$ cat config.mk
export PLATFORM = sky130hd
export DESIGN_NAME = layer_serializer
export DESIGN_NICKNAME = d
export VERILOG_FILES = /design/src/rtl/layer_serializer.sv
export SDC_FILE = /design/constraint.sdc
export NUM_CORES = 1
export LEC_CHECK = 0
export BUFFER_PORTS_ARGS = -buffer_cell sky130_fd_sc_hd__buf_4
export CAP_MARGIN = 0
export CORE_MARGIN = 3
export CORE_UTILIZATION = 45
export DETAILED_ROUTE_END_ITERATION = 6
export PLACE_DENSITY = 0.73
export RECOVER_POWER = 25
export SLEW_MARGIN = 5
export SYNTH_ARGS = -nofsm -noshare
export SYNTH_HDL_FRONTEND = slang
export SYNTH_SLANG_ARGS = --single-unit
export TNS_END_PERCENT = 100
$ cat constraint.sdc
create_clock -name clk -period 10.4 [get_ports clk]
set_input_delay 2.08 -clock clk [delete_from_list [all_inputs] [get_ports clk]]
set_output_delay 2.08 -clock clk [all_outputs]
set_load 0.03 [all_outputs]
$ cat src/rtl/layer_serializer.sv
`default_nettype none
// ============================================================================
//  Module   : layer_serializer
//  Purpose  : Captures an NN-wide vector of neuron outputs in one cycle and
//             streams it out one element per handshake (valid/ready), with
//             back-to-back vector chaining and a sticky overrun flag.
//  Revision : 1.0 - initial release
// ============================================================================
module layer_serializer #(
    parameter int NN        = 30,
    parameter int dataWidth = 16
) (
    input  logic                    clk,
    input  logic                    rst,
    input  logic [NN-1:0]           in_valid,
    input  logic [NN*dataWidth-1:0] in_data,
    output logic                    out_valid,
    output logic [dataWidth-1:0]    out_data,
    input  logic                    out_ready,
    output logic                    out_last,
    output logic                    busy,
    output logic                    overrun
);

    localparam int              c_CW   = (NN > 1) ? $clog2(NN) : 1;
    localparam logic [c_CW-1:0] c_LAST = c_CW'(NN - 1);

    localparam logic [0:0] c_IDLE = 1'b0;
    localparam logic [0:0] c_SEND = 1'b1;

    logic [0:0]              r_state;
    logic [c_CW-1:0]         r_cnt;
    logic [NN*dataWidth-1:0] r_buf;
    logic                    r_overrun;

    logic                    w_capture;
    logic                    w_hs;
    logic                    w_final;
    logic                    w_send;
    logic [dataWidth-1:0]    w_out_data;
    logic                    w_unused_valid;

    // All neurons of a layer finish together, so bit 0 alone triggers capture;
    // the remaining valid bits are deliberately ignored.
    assign w_capture      = in_valid[0];
    assign w_unused_valid = ^in_valid;

    assign w_send  = (r_state == c_SEND);
    assign w_hs    = w_send && out_ready;
    assign w_final = w_hs && (r_cnt == c_LAST);

    // Element select: loop compare avoids a zero-width index when NN is 1.
    always_comb begin
        w_out_data = '0;
        for (int i = 0; i < NN; i++) begin
            if (r_cnt == c_CW'(i)) begin
                w_out_data = r_buf[i*dataWidth +: dataWidth];
            end
        end
    end

    assign out_valid = w_send;
    assign busy      = w_send;
    assign out_last  = w_send && (r_cnt == c_LAST);
    assign out_data  = w_out_data;
    assign overrun   = r_overrun;

    // Capture / stream state machine with element index and sticky overrun.
    always_ff @(posedge clk or negedge rst) begin
        if (!rst) begin
            r_state   <= c_IDLE;
            r_cnt     <= '0;
            r_buf     <= '0;
            r_overrun <= 1'b0;
        end else begin
            case (r_state)
                c_IDLE: begin
                    if (w_capture) begin
                        r_buf   <= in_data;
                        r_cnt   <= '0;
                        r_state <= c_SEND;
                    end
                end
                c_SEND: begin
                    if (w_hs && (r_cnt != c_LAST)) begin
                        r_cnt <= r_cnt + c_CW'(1);
                    end
                    if (w_final) begin
                        // Last element leaves this cycle: chain a new vector
                        // with no bubble, or fall back to idle.
                        if (w_capture) begin
                            r_buf <= in_data;
                            r_cnt <= '0;
                        end else begin
                            r_state <= c_IDLE;
                        end
                    end else if (w_capture) begin
                        // No room for the incoming vector: drop it.
                        r_overrun <= 1'b1;
                    end
                end
                default: r_state <= c_IDLE;
            endcase
        end
    end

endmodule
`default_nettype wire

==> tab_implementation.tex <==
\begin{tabular}{lr}
\hline
Metric & Value \\
\hline
\multicolumn{2}{l}{\textbf{Timing}} \\
Fraction of the cycle the final worst path needs & 0.730 \\
Final hold violations & 0 \\
Maximum frequency from static timing analysis & 132 MHz \\
Total Neg Setup Slack & 0 ps \\
Max-slew violation count & 110 \\
Number of endpoints failing setup at the final stage & 0 \\
Unrepaired setup endpoints after global routing & false \\
Largest clock skew in the final design & 21.1 ps \\
Worst slew pin tran & 5910 ps \\
Shortest period the worst path allows & 7590 ps \\
Rel. slew slack & -2.94 \\
\multicolumn{2}{l}{\textbf{Pwr}} \\
Static leakage power & 13.3 nW \\
Cell Pwr Density & 225 mW/mm\^{}2 \\
Largest voltage drop on the vdd net & 0.000125 V \\
\multicolumn{2}{l}{\textbf{Setup path}} \\
Top delay family on crit path & buffers and inverters \\
Endpoint required time on the critical path & 10960 ps \\
CP max stage delay & 4060 ps \\
Category of the worst setup path capture point & asynchronous set/reset pin \\
Max Fanout on Critical Path & 109 \\
Crit-path cells & clkbuf\_1 > buf\_4 > buf\_4 \\
Crit path buf inv count & 3 \\
Launching element type of the critical path & input pin \\
Crit path max-delay cell type & clkbuf\_1 \\
Arrival time of the worst setup path & 8150 ps \\
Type of the setup path with the least slack & input pin to asynchronous set/reset pin \\
Cell type with the highest occurrence count on the critical path & buf\_4 \\
\multicolumn{2}{l}{\textbf{Synth}} \\
Number of enable-type register cells in the synthesized netlist & 0 \\
Yosys cell types & 85 \\
Synth top area cells & dfrtp\_1 53\%, mux2\_2 24\%, nor2\_1 1.7\% \\
Synthesized instance count & 1857 \\
Register area share after synthesis & 0.531 \\
Net Count, Synth & 2375 \\
Mean instance size in the synthesized netlist & 12.4 um\^{}2 \\
Library cell with the highest instance count after synthesis & dfrtp\_1 \\
Synthesized area & 0.0230 mm\^{}2 \\
Yosys synthesis warning count & 0 \\
Most used flip-flop cell after synthesis & dfrtp\_1 \\
Most frequent cells after synthesis & 487 x dfrtp\_1, 480 x mux2\_2, 102 x nor2\_1, 75 x buf\_2, 65 x a21oi\_1 \\
Yosys reg bits & 487 \\
Async set-reset flop share out of synthesis & 1.00 \\
Cell taking the most area after synthesis & dfrtp\_1 \\
Portion of synthesized cell area occupied by the leading cell type & 0.531 \\
\multicolumn{2}{l}{\textbf{CTS}} \\
Clock sink total & 487 \\
CTS-repair resized insts & 0 \\
Clock Latency Late Sink & 600 ps \\
Inserted Clock Buffers & 54 \\
Number of buffers on the longest clock path & 3 \\
Number of buffers inserted to repair setup after CTS & 0 \\
H-tree lvl count & 2 \\
CTS tree & done \\
Clock Root Buffer & clkbuf\_16 \\
Number of hold buffers added after cts & 0 \\
Worst-path clk slew & 60 ps \\
\multicolumn{2}{l}{\textbf{Flow run}} \\
Max cap viols & 1 \\
\multicolumn{2}{l}{\textbf{Floorplan}} \\
Num rows & 82 \\
Initial standard-cell utilization of the core & 0.457 \\
Floorplan die area & 0.0538 mm\^{}2 \\
Number of ports placed on the die boundary & 533 \\
Width of the die & 232 um \\
Chip height & 232 um \\
Core area & 0.0503 mm\^{}2 \\
\multicolumn{2}{l}{\textbf{Detailed routing}} \\
Via/cell ratio & 6.02 \\
Initial DRC Count & 1888 \\
Detailed-route DRC error count & 12 \\
Number of nets with antenna violations after routing & 0 \\
Via count & 18400 \\
First-pass DRT Iterations & 7 \\
DRT Wirelength & 84000 um \\
Routed wire per std cell & 27.6 um \\
\multicolumn{2}{l}{\textbf{Status}} \\
Violated checks & DRC, capacitance limit, slew limit \\
Status & finished, violations left \\
\multicolumn{2}{l}{\textbf{Placed design}} \\
Area post-placement & 0.0272 mm\^{}2 \\
Final estimated routing congestion in global placement & 0.911 \\
DPL Wire Length & 63400 um \\
Dpl cells & 2931 \\
\# port buffers & 503 \\
\multicolumn{2}{l}{\textbf{Layout}} \\
Post-layout instance count excluding filler cells & 3048 \\
Final standard cell area without fillers & 0.0290 mm\^{}2 \\
NumNets Final & 2833 \\
Ratio of cells with drive above 1 in the final layout & 0.475 \\
Syn-to-layout area delta & 26.5\% \\
\multicolumn{2}{l}{\textbf{Global route}} \\
Pin count of the biggest net entering global routing & 179 \\
Total routing usage reported by global routing & 0.303 \\
Remaining global-route overflow & 0 \\
First-pass GRT wire length & 120000 um \\
Initial antenna violation count & 25 \\
Via count of the first global-routing pass & 18800 \\
\multicolumn{2}{l}{\textbf{Min path}} \\
Hold/Removal Path Class & flop to flop \\
\hline
\end{tabular}
per-stage QoR:
| stage | utilization | power, mW | setup WS [ps] | hold WS [ps] |
|---|---|---|---|---|
| finish | 0.578 | 6.55 | 2810 | 479 |
| global route | 0.578 | 6.78 | 1690 | 512 |
| CTS | 0.577 | 6.54 | 3130 | 486 |
| detailed placement | 0.542 | 4.62 | 3780 | 472 |
| global placement | 0.542 | 4.58 | 3840 | 455 |
| floorplan | - | 3.53 | 5050 | 470 |
area by class of cell:
| cell class | instances | area, um^2 |
|---|---|---|
| diodes | 18 | 45.0 |
| well taps | 672 | 841 |
| fillers | 4189 | 21200 |
| clock inverters | 22 | 231 |
| inverters | 18 | 67.6 |
| repair buffers | 528 | 4000 |
| multi-input cells | 1226 | 10100 |
| flip-flops and latches | 487 | 12200 |
| clock buffers | 77 | 1550 |
kinds of logic (layout without fill, tap and decap cells):
group                      count (synthesis)  after routing  share of synthesized area
AOI/OAI and AO/OA                        411            411                      0.126
muxes                                    483            483                      0.237
and+or+nand+nor                          327            327                     0.0749
adders and majority gates                  5              5                    0.00272
DFF                                      487            487                      0.531
other                                      0             18                          0
buffers and inverters                    144            645                     0.0289
worst register-to-register path: cells and delay by family (launching register included):
kind	cells	cell delay (ps)
adder cells (fa/ha/maj)	1	860
buffers and inverters	3	1120
flip-flops	1	430
multiplexers	1	840
AND/OR/NAND/NOR	5	2370
layout by cell type (no fill, tap or decap), drive strengths merged, types with 6 or more instances in the layout:
master,n
a2111oi,6
a211oi,10
a21oi,65
a221o,11
a221oi,31
a222oi,7
a22o,7
a22oi,23
a2bb2oi,6
a31oi,16
and2,7
and3,10
buf,527
clkbuf,78
clkinv,14
dfrtp,487
diode,18
inv,18
mux2,480
nand2,59
nand2b,18
nand3,22
nand3b,6
nand4,13
nor2,105
nor2b,10
nor3,24
nor3b,6
nor4,8
o211ai,11
o21ai,73
o221ai,32
o22ai,50
o32ai,6
or3,7
report_power, final:
group	leakage (nW)	internal [mW]	switching [mW]	total (mW)
Clock	0.863	1.11	0.797	1.91
Combinational	6.44	0.853	1.49	2.34
Sequential	6.02	2.12	0.173	2.29
Total	13.3	4.09	2.46	6.55
final timing paths:
| path | start | end | slack (ps) | depth (start not counted) |
|---|---|---|---|---|
| worst max-delay path | rst | r_buf[113] | 2810 | 3 |
| worst min-delay path | overrun | overrun | 480 | 1 |
| worst max register to register | r_cnt[1] | r_buf[237] | 4630 | 10 |
| worst min register to register | overrun | overrun | 480 | 1 |
| max in group clk | r_cnt[1] | out_data[7] | 2860 | 12 |
| min in group asynchronous | rst | r_buf[406] | 3660 | 1 |
state kept, by name (all words and copies together) (netlist names):
signal and count:
r_cnt 5, r_buf 480, overrun 1, busy 1
metal layers:
layer	routed length, um	vias to the layer above	global-route usage
met1	31700	9284	0.365
met3	7170	195	0.0741
met2	40900	912	0.509
li1	-	7955	-
met4	4150	10	0.148
met5	77	-	0
Note: power is estimated with default switching activity, not from simulation.
